**src/rtl/alu_pkg.sv**
```systemverilog
`default_nettype none
// ============================================================================
// Module      : alu_pkg
// Description : Shared constants for the MIPS execute stage: ALU operation
//               codes, execute FSM state encoding and default datapath width.
// Revision    : 1.0 - initial release
// ============================================================================
package alu_pkg;

    // Default operand / result width
    localparam int unsigned c_width_default = 16;

    // Operation codes driven by ALU control
    localparam logic [3:0] c_op_add  = 4'b0000;
    localparam logic [3:0] c_op_sub  = 4'b0001;
    localparam logic [3:0] c_op_mul  = 4'b0010;
    localparam logic [3:0] c_op_div  = 4'b0011;
    localparam logic [3:0] c_op_and  = 4'b0100;
    localparam logic [3:0] c_op_swap = 4'b0101;
    localparam logic [3:0] c_op_or   = 4'b0111;
    localparam logic [3:0] c_op_addr = 4'b1000;

    // Execute FSM state encoding
    localparam logic [1:0] c_st_idle = 2'd0;
    localparam logic [1:0] c_st_mul  = 2'd1;
    localparam logic [1:0] c_st_div  = 2'd2;

endpackage : alu_pkg
`default_nettype wire

```
**src/rtl/alu_muldiv_iter.sv**
```systemverilog
`default_nettype none
// ============================================================================
// Module      : alu_muldiv_iter
// Description : Iterative unsigned multiply (shift-add) and restoring divide,
//               one bit per cycle. A single 2*WIDTH accumulator holds either
//               {partial product, multiplier} or {remainder, dividend/quotient}.
//               done/lo/hi are the combinational results of the final step,
//               so the parent registers them on the same edge.
// Revision    : 1.0 - initial release
// ============================================================================
module alu_muldiv_iter
    import alu_pkg::*;
#(
    parameter int unsigned WIDTH = c_width_default
) (
    input  logic             clk,
    input  logic             rst_n,
    input  logic             abort,
    input  logic             start,
    input  logic             mode,   // 0 = multiply, 1 = divide
    input  logic [WIDTH-1:0] a,
    input  logic [WIDTH-1:0] b,
    output logic             done,
    output logic [WIDTH-1:0] lo,
    output logic [WIDTH-1:0] hi
);

    localparam int unsigned    c_cw   = (WIDTH > 1) ? $clog2(WIDTH) : 1;
    localparam logic [c_cw-1:0] c_last = c_cw'(WIDTH - 1);

    logic                 r_busy;
    logic                 r_mode;
    logic [c_cw-1:0]      r_cnt;
    logic [2*WIDTH-1:0]   r_acc;
    logic [WIDTH-1:0]     r_opnd;   // multiplicand or divisor

    logic [WIDTH:0]       w_mul_sum;
    logic [2*WIDTH-1:0]   w_mul_next;
    logic [WIDTH:0]       w_div_shift;
    logic [WIDTH:0]       w_div_diff;
    logic                 w_div_ge;
    logic [2*WIDTH-1:0]   w_div_next;
    logic [2*WIDTH-1:0]   w_acc_next;

    // Multiply: add multiplicand to upper half when multiplier LSB is set, then shift right
    assign w_mul_sum  = {1'b0, r_acc[2*WIDTH-1:WIDTH]} + (r_acc[0] ? {1'b0, r_opnd} : '0);
    assign w_mul_next = {w_mul_sum, r_acc[WIDTH-1:1]};

    // Divide: shift next dividend bit into remainder, subtract divisor if it fits
    assign w_div_shift = {r_acc[2*WIDTH-1:WIDTH], r_acc[WIDTH-1]};
    assign w_div_diff  = w_div_shift - {1'b0, r_opnd};
    assign w_div_ge    = (w_div_shift >= {1'b0, r_opnd});
    assign w_div_next  = {(w_div_ge ? w_div_diff[WIDTH-1:0] : w_div_shift[WIDTH-1:0]),
                          r_acc[WIDTH-2:0], w_div_ge};

    assign w_acc_next = r_mode ? w_div_next : w_mul_next;

    assign done = r_busy && (r_cnt == c_last);
    assign lo   = w_acc_next[WIDTH-1:0];
    assign hi   = w_acc_next[2*WIDTH-1:WIDTH];

    // Load operands on start, then advance one iteration per cycle until the last
    always_ff @(posedge clk or negedge rst_n) begin
        if (!rst_n) begin
            r_busy <= 1'b0;
            r_mode <= 1'b0;
            r_cnt  <= '0;
            r_acc  <= '0;
            r_opnd <= '0;
        end else if (abort) begin
            r_busy <= 1'b0;
            r_cnt  <= '0;
        end else if (start) begin
            r_busy <= 1'b1;
            r_mode <= mode;
            r_cnt  <= '0;
            r_acc  <= mode ? {{WIDTH{1'b0}}, a} : {{WIDTH{1'b0}}, b};
            r_opnd <= mode ? b : a;
        end else if (r_busy) begin
            r_acc <= w_acc_next;
            if (r_cnt == c_last) begin
                r_busy <= 1'b0;
                r_cnt  <= '0;
            end else begin
                r_cnt <= r_cnt + 1'b1;
            end
        end
    end

endmodule : alu_muldiv_iter
`default_nettype wire

```
**src/rtl/alu_exec.sv**
```systemverilog
`default_nettype none
// ============================================================================
// Module      : alu_exec
// Description : MIPS execute-stage ALU. Single-cycle operations register in
//               one clock; multiply/divide run in alu_muldiv_iter while issue
//               is stalled through in_ready. flush kills any in-flight work.
// Revision    : 1.0 - initial release
// ============================================================================
module alu_exec
    import alu_pkg::*;
#(
    parameter int unsigned WIDTH = c_width_default
) (
    input  logic             clk,
    input  logic             rst_n,
    input  logic             flush,
    input  logic             in_valid,
    output logic             in_ready,
    input  logic [3:0]       operation,
    input  logic [WIDTH-1:0] op_a,
    input  logic [WIDTH-1:0] op_b,
    output logic             out_valid,
    output logic [WIDTH-1:0] result,
    output logic [WIDTH-1:0] result_hi,
    output logic             zero,
    output logic             overflow
);

    logic [1:0]       r_state;
    logic             r_out_valid;
    logic [WIDTH-1:0] r_result;
    logic [WIDTH-1:0] r_result_hi;
    logic             r_zero;
    logic             r_overflow;

    logic [WIDTH-1:0] w_sum;
    logic [WIDTH-1:0] w_diff;
    logic [WIDTH-1:0] w_res;
    logic [WIDTH-1:0] w_hi;
    logic             w_ovf;
    logic             w_known;
    logic             w_accept;
    logic             w_is_mul;
    logic             w_is_div;
    logic             w_start;
    logic             w_it_done;
    logic [WIDTH-1:0] w_it_lo;
    logic [WIDTH-1:0] w_it_hi;

    assign w_sum    = op_a + op_b;
    assign w_diff   = op_a - op_b;
    assign w_accept = !flush && (r_state == c_st_idle) && in_valid;
    assign w_is_mul = (operation == c_op_mul);
    assign w_is_div = (operation == c_op_div);
    assign w_start  = w_accept && (w_is_mul || (w_is_div && (op_b != '0)));

    assign in_ready  = (r_state == c_st_idle);
    assign out_valid = r_out_valid;
    assign result    = r_result;
    assign result_hi = r_result_hi;
    assign zero      = r_zero;
    assign overflow  = r_overflow;

    // Single-cycle result, secondary result and overflow; unknown codes yield all zeros
    always_comb begin
        w_res   = '0;
        w_hi    = '0;
        w_ovf   = 1'b0;
        w_known = 1'b1;
        case (operation)
            c_op_add: begin
                w_res = w_sum;
                w_ovf = (op_a[WIDTH-1] == op_b[WIDTH-1]) && (w_sum[WIDTH-1] != op_a[WIDTH-1]);
            end
            c_op_sub: begin
                w_res = w_diff;
                w_ovf = (op_a[WIDTH-1] != op_b[WIDTH-1]) && (w_diff[WIDTH-1] != op_a[WIDTH-1]);
            end
            c_op_and:  w_res = op_a & op_b;
            c_op_swap: begin
                w_res = op_b;
                w_hi  = op_a;
            end
            c_op_or:   w_res = op_a | op_b;
            c_op_addr: w_res = w_sum;
            default:   w_known = 1'b0;
        endcase
    end

    alu_muldiv_iter #(
        .WIDTH (WIDTH)
    ) u_muldiv (
        .clk   (clk),
        .rst_n (rst_n),
        .abort (flush),
        .start (w_start),
        .mode  (w_is_div),
        .a     (op_a),
        .b     (op_b),
        .done  (w_it_done),
        .lo    (w_it_lo),
        .hi    (w_it_hi)
    );

    // Execute FSM: issue, iterate, complete; output data holds between pulses
    always_ff @(posedge clk or negedge rst_n) begin
        if (!rst_n) begin
            r_state     <= c_st_idle;
            r_out_valid <= 1'b0;
            r_result    <= '0;
            r_result_hi <= '0;
            r_zero      <= 1'b0;
            r_overflow  <= 1'b0;
        end else begin
            r_out_valid <= 1'b0;
            if (flush) begin
                r_state <= c_st_idle;
            end else begin
                case (r_state)
                    c_st_idle: begin
                        if (in_valid) begin
                            if (w_is_mul) begin
                                r_state <= c_st_mul;
                            end else if (w_is_div && (op_b != '0)) begin
                                r_state <= c_st_div;
                            end else if (w_is_div) begin
                                // Divide by zero completes immediately
                                r_result    <= '1;
                                r_result_hi <= op_a;
                                r_zero      <= 1'b0;
                                r_overflow  <= 1'b0;
                                r_out_valid <= 1'b1;
                            end else begin
                                r_result    <= w_res;
                                r_result_hi <= w_hi;
                                r_zero      <= w_known && (w_res == '0);
                                r_overflow  <= w_ovf;
                                r_out_valid <= 1'b1;
                            end
                        end
                    end
                    c_st_mul, c_st_div: begin
                        if (w_it_done) begin
                            r_result    <= w_it_lo;
                            r_result_hi <= w_it_hi;
                            r_zero      <= (w_it_lo == '0);
                            r_overflow  <= 1'b0;
                            r_out_valid <= 1'b1;
                            r_state     <= c_st_idle;
                        end
                    end
                    default: r_state <= c_st_idle;
                endcase
            end
        end
    end

endmodule : alu_exec
`default_nettype wire

```
**config.mk**
```make
export PLATFORM = sky130hd
export DESIGN_NAME = alu_exec
export DESIGN_NICKNAME = d
export VERILOG_FILES = /design/src/rtl/alu_pkg.sv /design/src/rtl/alu_muldiv_iter.sv /design/src/rtl/alu_exec.sv
export SDC_FILE = /design/constraint.sdc
export NUM_CORES = 1
export LEC_CHECK = 0
export CORE_MARGIN = 8
export CORE_UTILIZATION = 40
export DETAILED_ROUTE_END_ITERATION = 6
export PLACE_DENSITY_LB_ADDON = 0.25
export SLEW_MARGIN = 20
export SYNTH_ARGS = -nofsm -noshare
export SYNTH_HDL_FRONTEND = slang
export SYNTH_HIERARCHICAL = 1
export SYNTH_SLANG_ARGS = --single-unit
export TNS_END_PERCENT = 50
```
**constraint.sdc**
```tcl
create_clock -name clk -period 8.35 [get_ports clk]
set_input_delay 0.835 -clock clk [delete_from_list [all_inputs] [get_ports clk]]
set_output_delay 0.835 -clock clk [all_outputs]
set_load 0.01 [all_outputs]
```
== Yosys cells after proc, flatten, opt, wreduce, memory -nomap -nowiden ==
Cells that the tools add are included.
Operators by class
  eq/ne operators: 21
  reduce and logical (&&, ||, !) cells: 25
  add/subtract/negate cells: 5
  order comparisons: 1
  bitwise gates (word level): 3
  mux-type cells: 55
Operator list (count)
  $mux W16: 15
  $mux W32: 3
  $pmux W16 S5: 1
  $pmux W16 S2: 2
  $logic_not A16 Y1: 2
  $sub A16 B16 Y16: 2
  $mux W1: 20
  $add A16 B16 Y17: 1
  $ge A17 B16 Y1: 1
  $add A16 B16 Y16: 1
  $and A16 B16 Y16: 1
  $mux W4: 4
  $or A16 B16 Y16: 1
  $reduce_bool A16 Y1: 1
  $eq A4 B3 Y1 const B: 3
  $mux W2: 5
  $eq A4 B2 Y1 const B: 2
  $eq A4 B4 Y1 const B: 2
  $logic_and A1 B1 Y1: 8
  $pmux W1 S2: 4
  $ne A2 B2 Y1 const B: 3
  $reduce_and A6 Y1: 1
  $reduce_or A6 Y1: 1
  $add A4 B1 Y4 const B: 1
  20 further kinds: 25
Storage, ports and cells
  input bits: 40
  output and inout port bits: 36
  register bits after elaboration: 91
  word-level logic and storage cells: 121

== Depth between registers and ports, before layout ==
Gate-level depths: netlist of run 1.
  depth after elaboration: 10
  gate-level depth with buffers: 15

== Modules after synthesis ==
The synthesis of run 1 kept the hierarchy.
By module, submodules not included
  alu_muldiv_iter: cells each 581, area an instance 4879.7 µm², instances 1
  alu_exec: cells each 542, area an instance 4240.3 µm², instances 1

== Worst setup path before layout of run 1 ==
Ideal clock, no wire load.
  path kind: input port to flip-flop
  start point: input port op_a[0]
  end point: register r_zero, in the netlist zero
  stages on the path: 13
  data required time: 8.226 ns
  arrival: 3.542 ns
  setup slack: 4.684 ns
  library setup time: 0.124 ns
  cell sequence: inv_1 ha_1 fa_1 o21ba_1 or4_4 o211a_2 o41ai_4 a221o_2 a211oi_1 or4_1 o211ai_2 nand2b_1 o21ai_1
Between the ends
  cells in the longest elaborated chain, start to end: 9
  elaborated cells between the ends (all ways): 12
Ends and longest elaborated chain
  start: declaration: line alu_exec.sv:20  | input logic [WIDTH-1:0] op_a,
  $add A16 B16 Y16, or another cell as far along: line alu_exec.sv:50  | assign w_sum = op_a + op_b;
  $pmux W16 S5 *: line alu_exec.sv:70  | case (operation)
  $logic_not A16 Y1 *: line alu_exec.sv:136  | r_zero <= w_known && (w_res == '0);
  $logic_and A1 B1 Y1 *: line alu_exec.sv:136
  $mux W1 *: line alu_exec.sv:126  | end else if (w_is_div) begin
  $mux W1 *: line alu_exec.sv:124  | end else if (w_is_div && (op_b != '0)) begin
  $mux W1 *: line alu_exec.sv:122  | if (w_is_mul) begin
  $mux W1 *: line alu_exec.sv:121  | if (in_valid) begin
  $pmux W1 S2 *: line alu_exec.sv:119  | case (r_state)
  end signal: assignment: line alu_exec.sv:136
  end signal: assignment: line alu_exec.sv:146  | r_zero <= (w_it_lo == '0);
  end: declaration: line alu_exec.sv:33  | logic r_zero;
Every way passes the cells marked *; elsewhere a longest branch is shown, timed or not. The select of a mux whose other input is x is not followed.
A chain may end at the register's enable or synchronous reset.

== Worst setup path in the final report of run 1 ==
  start point: input port operation[0]
  end point: register r_zero, in the netlist zero
Between the ends
  cells in the longest elaborated chain, start to end: 10
  elaborated cells between the ends (all ways): 23
Ends and longest elaborated chain
  start: declaration: line alu_exec.sv:19  | input logic [3:0] operation,
  $eq A4 B4 Y1 or $logic_not A4 Y1 (tied branches): line alu_exec.sv:70
  $reduce_or A2 Y1 (no line)
  $pmux W16 S5: line alu_exec.sv:70
  $logic_not A16 Y1: line alu_exec.sv:136
  $logic_and A1 B1 Y1: line alu_exec.sv:136
  $mux W1: line alu_exec.sv:126
  $mux W1: line alu_exec.sv:124
  $mux W1: line alu_exec.sv:122
  $mux W1: line alu_exec.sv:121
  $pmux W1 S2: line alu_exec.sv:119
Parallel ways exist; a longest one is shown, timed or not. The select of a mux whose other input is x is not followed.

==> impl_metrics.ini, run 1 <==
[run_status]
status = finished, final reports clean

[global_routing]
grt_pass1_vias = 8384
grt-ovfl-total = 0
grt_max_degree = 71
grtUsageTotal_pct = 21.1
antenna_found_initial = 0
grt_pass1_wl_mm = 47.3

[synthesis]
netlist.area_leader.share_pct = 25.0
synth-edff-count = 0
synth_top_cell_by_area = dfrtp_1
ys_seq_elements = 91
syn_nets = 1249
syn_area_per_cell_um2 = 8.12
seq_area_frac_synth_pct = 25.0
synth_ff_type = dfrtp_1
yosysUniqueCellTypes = 94
syn_inst = 1123
async_flop_share_pct = 100
ys_warn_count = 6
synth_area_um2 = 9120
synthTopCellsByArea = dfrtp_1 (25%), ha_1 (11%), o21ai_0 (6.4%)

[setup_path]
required_ps = 8630
slowest_stage = clkdlybuf4s50_1
path_buf_inv = 2
critical_path_depth = 11
critPathMaxStageDelay_ps = 760
r2r_start = u_muldiv/r_acc[0]$_DFFE_PN0P_
startpoint = operation[0]
startpoint_type = primary input
crit_chain = clkdlybuf4s50_1 -> and3_2 -> buf_4 -> or2_0 -> a2111oi_4 -> o2111ai_1 -> nor4_1 -> and4bb_1 -> and3_1 -> nand4_1 -> o21ai_1
cpLargestDelayFamily = simple AND/OR/NAND/NOR gates
crit_path_max_fanout = 36
rr_endpoint = result_hi[9]$_DFFE_PN0P_
end_kind = flip-flop
r2r_slack_ps = 4660
crit_end = zero$_DFFE_PN0P_
critPathKind = primary input to flip-flop
worstPathArrival_ps = 4500
reg2reg_depth = 11

[layout]
nets = 1287
fillers = 2212
area_growth_pct = 14.7
mostFrequentLayoutCells = nand2_1 (129), o21ai_0 (117), dfrtp_1 (91), ha_1 (82), inv_1 (76)
mostFrequentLayoutCell = nand2_1
drive_above_1_share_pct = 6.95
antenna_cells = 0

[cts]
worstSkewPairLatency_ps = 350
cts-root-buf = clkbuf_16
numCtsBuffers = 9
ctsHoldBuffers = 0
post_cts_buffers = 0
htreeDepth = 3
cts_tree = built
cts_resized = 0
ctsLongestPathBuffers = 2
clkSinkCount = 91
clk_transition_reported_paths_ps = 70

[route]
top_layer = met4
wl_per_cell_um = 20.9
drt_pass1_iterations = 5
via_per_inst = 6.06
dr_wl_met2_mm = 14.0
drt_iter0_drc = 674
wl_mm = 30.3
ant_nets = 0
via_count = 8788
wl_met3_mm = 2.08
wl_met1_mm = 13.1
drc = 0

[floorplan]
fp-row-count = 55
initial_core_util_pct = 40.5
die_h_um = 167
num_io_pins = 76
core_um2 = 22500
die_w_um = 167
die-area_um2 = 27900

[timing]
finalWorstSetupSlack_ps = 4130
slew_viol_final = 0
setup_viol = 0
timing.fmax_ghz = 0.237
hold_viol = 0
fin_tns_setup_ps = 0
relSlewSlack_pct = 35.2
tightest_slew_ps = 958
fin_crit_ps = 4220
rsz0062_at_grt = false
period_share_pct = 50.5
finClkSkew_ps = 7.03

[power_and_ir_drop]
power_mw = 2.10
pwr_density_cell_nw_per_um2 = 201
power.leakage_nw = 4.59
ir_worst_vdd_mv = 0.104

[min_path]
hp-class = primary input to asynchronous set/reset pin

[place]
gp_congestion = 0.993
port_buffers = 75
dp_hpwl_mm = 22.9
post-place-ws_ps = 3730

[job]
maxCapViolations = 0
## state kept, by name, summed over array words and instances (netlist names)
register,count
zero,1
u_muldiv/r_mode,1
u_muldiv/r_opnd,16
u_muldiv/r_busy,1
out_valid,1
u_muldiv/r_acc,32
result_hi,16
result,16
u_muldiv/r_cnt,4
overflow,1
r_state,2
## cells by family (layout without fill, tap and decap cells)
kind of cell	Yosys count	count (layout)	synth area share, %
compound gates	384	384	29.0
xor+xnor	21	21	2.02
fa+ha+maj	86	86	12.1
buf+inv	140	183	6.08
flops	91	91	25.0
mux	67	67	7.60
simple gates	334	334	18.2
## where the power goes
group          leakage [nW]  total, mW  switching [mW]  internal (mW)
registers              1.22      0.592          0.0714          0.520
logic                  3.20       1.02           0.595          0.421
clock network         0.173      0.490           0.188          0.302
total                  4.59       2.10           0.855           1.24
## Yosys cell counts, drive strengths merged (6+ instances only)
| cell | n |
|---|---|
| nor4 | 9 |
| ha | 82 |
| nand2b | 15 |
| a22oi | 20 |
| nand2 | 129 |
| a211oi | 16 |
| and2 | 21 |
| a31oi | 14 |
| o31ai | 6 |
| a2111oi | 6 |
| clkbuf | 46 |
| inv | 78 |
| xnor2 | 9 |
| nor3 | 25 |
| a221oi | 18 |
| o211ai | 12 |
| a21oi | 47 |
| a221o | 9 |
| o21a | 6 |
| mux2 | 18 |
| buf | 16 |
| nand3b | 9 |
| nor2 | 67 |
| a21o | 17 |
| o21ai | 136 |
| mux2i | 49 |
| nor2b | 7 |
| xor2 | 12 |
| o21bai | 9 |
| dfrtp | 91 |
| a22o | 10 |
| o22ai | 11 |
| nand3 | 14 |
## layer usage
| metal | vias up | global-route usage [%] |
|---|---|---|
| li1 | 4197 | - |
| met1 | 4173 | 27.2 |
| met2 | 356 | 34.5 |
| met3 | 62 | 3.48 |
| met4 | 0 | 8.62 |
| met5 | - | 0 |
## final cells by class
type,instances,area [um^2],share of cell area (%)
Clock buffer,10,239,2.29
Multi-Input combinational cell,892,6310,60.3
Clock inverter,6,113,1.08
Sequential cell,91,2280,21.8
Inverter,78,293,2.80
Tap cell,285,357,3.41
Timing Repair Buffer,89,873,8.35
## metrics by stage
step	util, %	cell area (um^2)	cells	hold slack (ps)
floorplan	-	9120	1123	450
global placement	44.8	10100	1434	461
detailed placement	44.8	10100	1434	469
CTS	46.3	10400	1450	383
global route	46.5	10500	1451	391
finish	46.5	10500	1451	390
## worst min path at each step
stage                                   start                        endpoint  cells after the start
2_1_floorplan  u_muldiv/r_acc[15]$_DFFE_PN0P_  u_muldiv/r_acc[15]$_DFFE_PN0P_                      2
3_3_place_gp   u_muldiv/r_acc[15]$_DFFE_PN0P_  u_muldiv/r_acc[15]$_DFFE_PN0P_                      2
3_5_place_dp            result[8]$_DFFE_PN0P_           result[8]$_DFFE_PN0P_                      2
4_1_cts                                 rst_n       result_hi[14]$_DFFE_PN0P_                      1
5_1_grt                                 rst_n       result_hi[11]$_DFFE_PN0P_                      1
6_report                                rst_n       result_hi[14]$_DFFE_PN0P_                      1
Power figures use the tool's default switching activity.
==> run 2, diff against run 1 <==
clock period = 3.95 ns   (was 8.35 ns; I/O delays follow)
==> run 2 against run 1 <==
Effect of this change:
- count of clock-buffer cells in the layout did not move
- setup slack got worse by 3900 ps
- die area stayed put
- register-to-register slack worse by 4100 ps
- combinational power rose by 120%
- first-iteration DRC count decreased by 6.8%
- routed wire length up 2.4%
- global-route usage rose by 0.71 points
- power up 110%
- largest cell class unchanged
==> impl_metrics.ini, run 2 (synthesis gave the netlist of run 1 again) <==
[run_status]
status = finished, final reports clean

[global_routing]
top_usage_layer = met2
antenna_found_initial = 0
grt_pass1_vias = 8682
grt-ovfl-total = 0
use_met1_pct = 27.8
met3_usage_pct = 2.79
grtUsageTotal_pct = 21.8
grt_max_degree = 38
grt_pass1_wl_mm = 48.8
met2_usage_pct = 37.9

[place]
dp_cells = 1494
placed_area_um2 = 10500
post-place-ws_ps = -90.3
dp_hpwl_mm = 24.5
port_buffers = 75
gp_congestion = 0.933

[setup_path]
critPathKind = primary input to flip-flop
crit_end = overflow$_DFFE_PN0P_
worstPathArrival_ps = 4030
required_ps = 4250
r2r_start = u_muldiv/r_opnd[0]$_DFFE_PN0P_
end_kind = flip-flop
crit_chain = clkdlybuf4s50_1 -> inv_1 -> ha_1 -> o21bai_1 -> a21oi_1 -> o21ai_1 -> a21oi_1 -> o41ai_1 -> o21ai_1 -> nand2b_1 -> a311oi_1 -> a2111oi_0 -> buf_4 -> a21o_1
startpoint_type = primary input
startpoint = op_b[1]
r2r_slack_ps = 600
cpLargestDelayFamily = compound AO/OA/AOI/OAI gates
path_buf_inv = 3
critPathMaxStageDelay_ps = 630
critical_path_depth = 14
slowest_stage = a2111oi_0
crit_path_max_fanout = 4
rr_endpoint = result_hi[9]$_DFFE_PN0P_
reg2reg_depth = 11

[power_and_ir_drop]
comb_power_share_pct = 51.2
pwr_density_cell_nw_per_um2 = 402
p_clk_share_pct = 20.4
ir_worst_vdd_mv = 0.207
p_sw_share_pct = 42.5
p_sw_mw = 1.85
power.leakage_nw = 4.83
p_seq_share_pct = 28.4
power_mw = 4.35
p_int_mw = 2.50

[route]
drt_iter0_drc = 628
drc = 0
via_count = 8991
wl_per_cell_um = 20.5
ant_nets = 0
via_per_inst = 5.95
wl_mm = 31.0
drt_pass1_iterations = 4

[cts]
cts_tree = built
worstSkewPairLatency_ps = 360
ctsHoldBuffers = 0
htreeDepth = 3
clkSinkCount = 91
clk_transition_reported_paths_ps = 70
cts-root-buf = clkbuf_16
numCtsBuffers = 9
post_cts_buffers = 0
cts_resized = 0
ctsLongestPathBuffers = 2

[floorplan]
core_um2 = 22500
initial_core_util_pct = 40.5
die_h_um = 167
num_io_pins = 76
die_w_um = 167
fp-row-count = 55
die-area_um2 = 27900

[layout]
drive_above_1_share_pct = 11.4
antenna_cells = 0
top_register = u_muldiv/r_acc
mostFrequentLayoutCell = nand2_1
final_cells = 1510
nets = 1346
area_growth_pct = 18.8
final_cell_area_um2 = 10800
mostFrequentLayoutCells = nand2_1 (129), o21ai_0 (117), dfrtp_1 (91), ha_1 (82), inv_1 (76)
largest_reg_flops = 32

[timing]
rsz0062_at_grt = false
relSlewSlack_pct = 52.5
finClkSkew_ps = 10.5
tightest_slew_ps = 706
hold_viol = 0
finalWorstSetupSlack_ps = 224
timing.fmax_ghz = 0.268
setup_viol = 0
fin_crit_ps = 3730
fin_tns_setup_ps = 0
slew_viol_final = 0
period_share_pct = 94.3

[min_path]
hp-class = primary input to asynchronous set/reset pin

[job]
maxCapViolations = 0
run 2: cell count changes in the layout (fill, tap and decap cells not counted), moves of 2 or more:
cell and delta:
clkinv_4 -2, inv_8 +2, bufinv_16 -3, inv_6 +2, buf_4 +59, clkinvlp_4 +2
run 2: final cells by class:
type                       count  area (um^2)
tap                          285          357
inverter                      78          293
clock buffer                  10          239
multi-input combinational    892         6310
clock inverter                 6         55.1
sequential                    91         2280
timing repair buffer         148         1310
fill                        2166        11700
run 2: how the worst min path moves through the flow:
stage	to	slack (ps)	cells past startpoint
global placement	u_muldiv/r_acc[26]$_DFFE_PN0P_	420	1
finish	u_muldiv/r_acc[26]$_DFFE_PN0P_	10	1
CTS	u_muldiv/r_acc[26]$_DFFE_PN0P_	30	1
global route	u_muldiv/r_acc[28]$_DFFE_PN0P_	50	1
detailed placement	u_muldiv/r_acc[26]$_DFFE_PN0P_	410	1
floorplan	out_valid$_DFF_PN0_	100	0
run 2: layer usage:
layer | vias up | part of all wire [%]
met3 | 47 | 5.3
met1 | 4311 | 43
met2 | 305 | 49
met4 | 0 | 2.2
li1 | 4328 | -
met5 | - | 0
run 2: power groups by stage:
stage / registers (mW) / clock network, mW / logic (mW)
2_1_floorplan: 1.26 / 0 / 1.40
3_3_place_gp: 1.25 / 0 / 2.19
3_5_place_dp: 1.25 / 0 / 2.20
4_1_cts: 1.24 / 0.899 / 2.21
5_1_grt: 1.26 / 0.928 / 2.43
6_report: 1.24 / 0.889 / 2.23
run 2: through the flow:
step | util, % | hold WS (ps)
3_5_place_dp | 46.8 | 414
4_1_cts | 48.2 | 27.1
6_report | 48.2 | 12.5
3_3_place_gp | 46.8 | 417
5_1_grt | 48.2 | 51.8
2_1_floorplan | - | 99.4
==> run 3, diff against run 2 <==
PLACE_DENSITY = 0.62   (was unset)
PLACE_DENSITY_LB_ADDON = unset   (was 0.25)
==> run 3 against run 2 <==
Effect of this change:
- count of clock-buffer cells in the layout did not move
- setup slack better by 170 ps
- global-route usage rose by 0.055 points
- power up 0.53%
- fmax grew 4.8%
- cell count down 0.60%
- routed wire length increased by 0.26%
- critical endpoint is now zero$_DFFE_PN0P_
- largest power group unchanged
- highest routed layer unchanged
==> impl_metrics.ini, run 3 (synthesis gave the netlist of run 1 again) <==
[run_status]
status = finished, final reports clean

[cts]
clk_transition_reported_paths_ps = 70
ctsLongestPathBuffers = 2
worstSkewPairLatency_ps = 350
ctsHoldBuffers = 0
post_cts_buffers = 0
clkSinkCount = 91
cts_tree = built
cts_resized = 0
cts-root-buf = clkbuf_16
htreeDepth = 3
numCtsBuffers = 9

[floorplan]
num_io_pins = 76
core_um2 = 22500
fp-row-count = 55
die-area_um2 = 27900
die_h_um = 167
die_w_um = 167
initial_core_util_pct = 40.5

[setup_path]
crit_chain = clkdlybuf4s50_1 -> inv_1 -> ha_1 -> fa_1 -> o21ba_1 -> or4_4 -> o211a_2 -> o41ai_4 -> a221o_2 -> a211oi_1 -> or4_1 -> o211ai_2 -> nand2b_1 -> o21ai_1
end_kind = flip-flop
crit_path_max_fanout = 3
startpoint_type = primary input
reg2reg_depth = 13
required_ps = 4180
critPathMaxStageDelay_ps = 480
slowest_stage = clkdlybuf4s50_1
worstPathArrival_ps = 3790
critPathKind = primary input to flip-flop

[global_routing]
grt_pass1_vias = 8726
grtUsageTotal_pct = 21.9
grt_max_degree = 73
grt_pass1_wl_mm = 49.2
grt-ovfl-total = 0
antenna_found_initial = 0

[timing]
relSlewSlack_pct = 33.5
fin_tns_setup_ps = 0
setup_viol = 0
slew_viol_final = 0
tightest_slew_ps = 998
timing.fmax_ghz = 0.281
hold_viol = 0
rsz0062_at_grt = false
fin_crit_ps = 3560
finClkSkew_ps = 11.6
period_share_pct = 90.0

[layout]
fillers = 2207
largest_reg_flops = 32
final_cell_area_um2 = 10800
drive_above_1_share_pct = 10.8
area_growth_pct = 18.1
nets = 1337
top_register = u_muldiv/r_acc
mostFrequentLayoutCell = nand2_1
antenna_cells = 0
mostFrequentLayoutCells = nand2_1 (129), o21ai_0 (117), dfrtp_1 (91), ha_1 (82), inv_1 (76)
utilization_pct = 47.9

[power_and_ir_drop]
ir_worst_vdd_mv = 0.244
pwr_density_cell_nw_per_um2 = 406
power.leakage_nw = 4.79
p_clk_share_pct = 21.2
p_seq_share_pct = 28.3
comb_power_share_pct = 50.5
p_int_mw = 2.55
p_sw_mw = 1.83
p_sw_share_pct = 41.7

[route]
wl_mm = 31.1
drc = 0
wl_per_cell_um = 20.7
drt_iter0_drc = 596
via_count = 8959
drt_pass1_iterations = 5
ant_nets = 0
via_per_inst = 5.97

[place]
placed_area_um2 = 10500
gp_congestion = 0.948
port_buffers = 75
dp_hpwl_mm = 24.1

[job]
maxCapViolations = 0

[min_path]
hp-class = primary input to asynchronous set/reset pin
[run 3: worst paths after layout]
check                                                from                              to  slack (ps)
min in group clk           u_muldiv/r_acc[15]$_DFFE_PN0P_  u_muldiv/r_acc[15]$_DFFE_PN0P_         480
setup / recovery                                  op_a[0]                zero$_DFFE_PN0P_         390
setup reg to reg           u_muldiv/r_acc[15]$_DFFE_PN0P_       result_hi[12]$_DFFE_PN0P_         530
max in group asynchronous                           rst_n          r_state[1]$_DFFE_PN0P_        2870
hold reg to reg            u_muldiv/r_acc[15]$_DFFE_PN0P_  u_muldiv/r_acc[15]$_DFFE_PN0P_         480
hold / removal                                      rst_n  u_muldiv/r_acc[26]$_DFFE_PN0P_         190
[run 3: critical path: cells and delay by family]
family          cells  cell delay [ps]
buf+inv             2              550
fa+ha+maj           2              640
simple gates        3              970
compound gates      7             1230
[run 3: stage by stage]
step                hold WS (ps)  cells  total power [mW]  worst slack (ps)
finish                       188   1501              4.37               395
global route                 269   1501              4.64               284
CTS                          237   1501              4.38               408
detailed placement           469   1485              3.44              39.5
global placement             462   1485              3.43              60.8
floorplan                   99.4   1123              2.66               724
[run 3: final cells by class]
class / instances / area [um^2] / area share, %
clock buffers: 10 / 239 / 2.22
flip-flops and latches: 91 / 2280 / 21.1
repair buffers: 139 / 1230 / 11.4
multi-input cells: 892 / 6310 / 58.5
inverters: 78 / 293 / 2.72
clock inverters: 6 / 71.3 / 0.662
well taps: 285 / 357 / 3.31
[run 3: power by group through the flow]
stage               combinational [mW]  clock, mW  sequential, mW
floorplan                         1.40          0            1.26
detailed placement                2.18          0            1.25
CTS                               2.20      0.941            1.24
global route                      2.41      0.978            1.26
global placement                  2.18          0            1.25
finish                            2.21      0.926            1.24
[run 3: metal layers]
| metal | routed length (um) | share of wire (%) | vias up | GRT usage, % |
|---|---|---|---|---|
| li1 | - | - | 4302 | - |
| met1 | 13700 | 44 | 4333 | 28.3 |
| met2 | 14900 | 48 | 283 | 37.1 |
| met3 | 1660 | 5.3 | 41 | 2.53 |
| met4 | 825 | 2.7 | 0 | 7.40 |
| met5 | 0 | 0 | - | 0 |
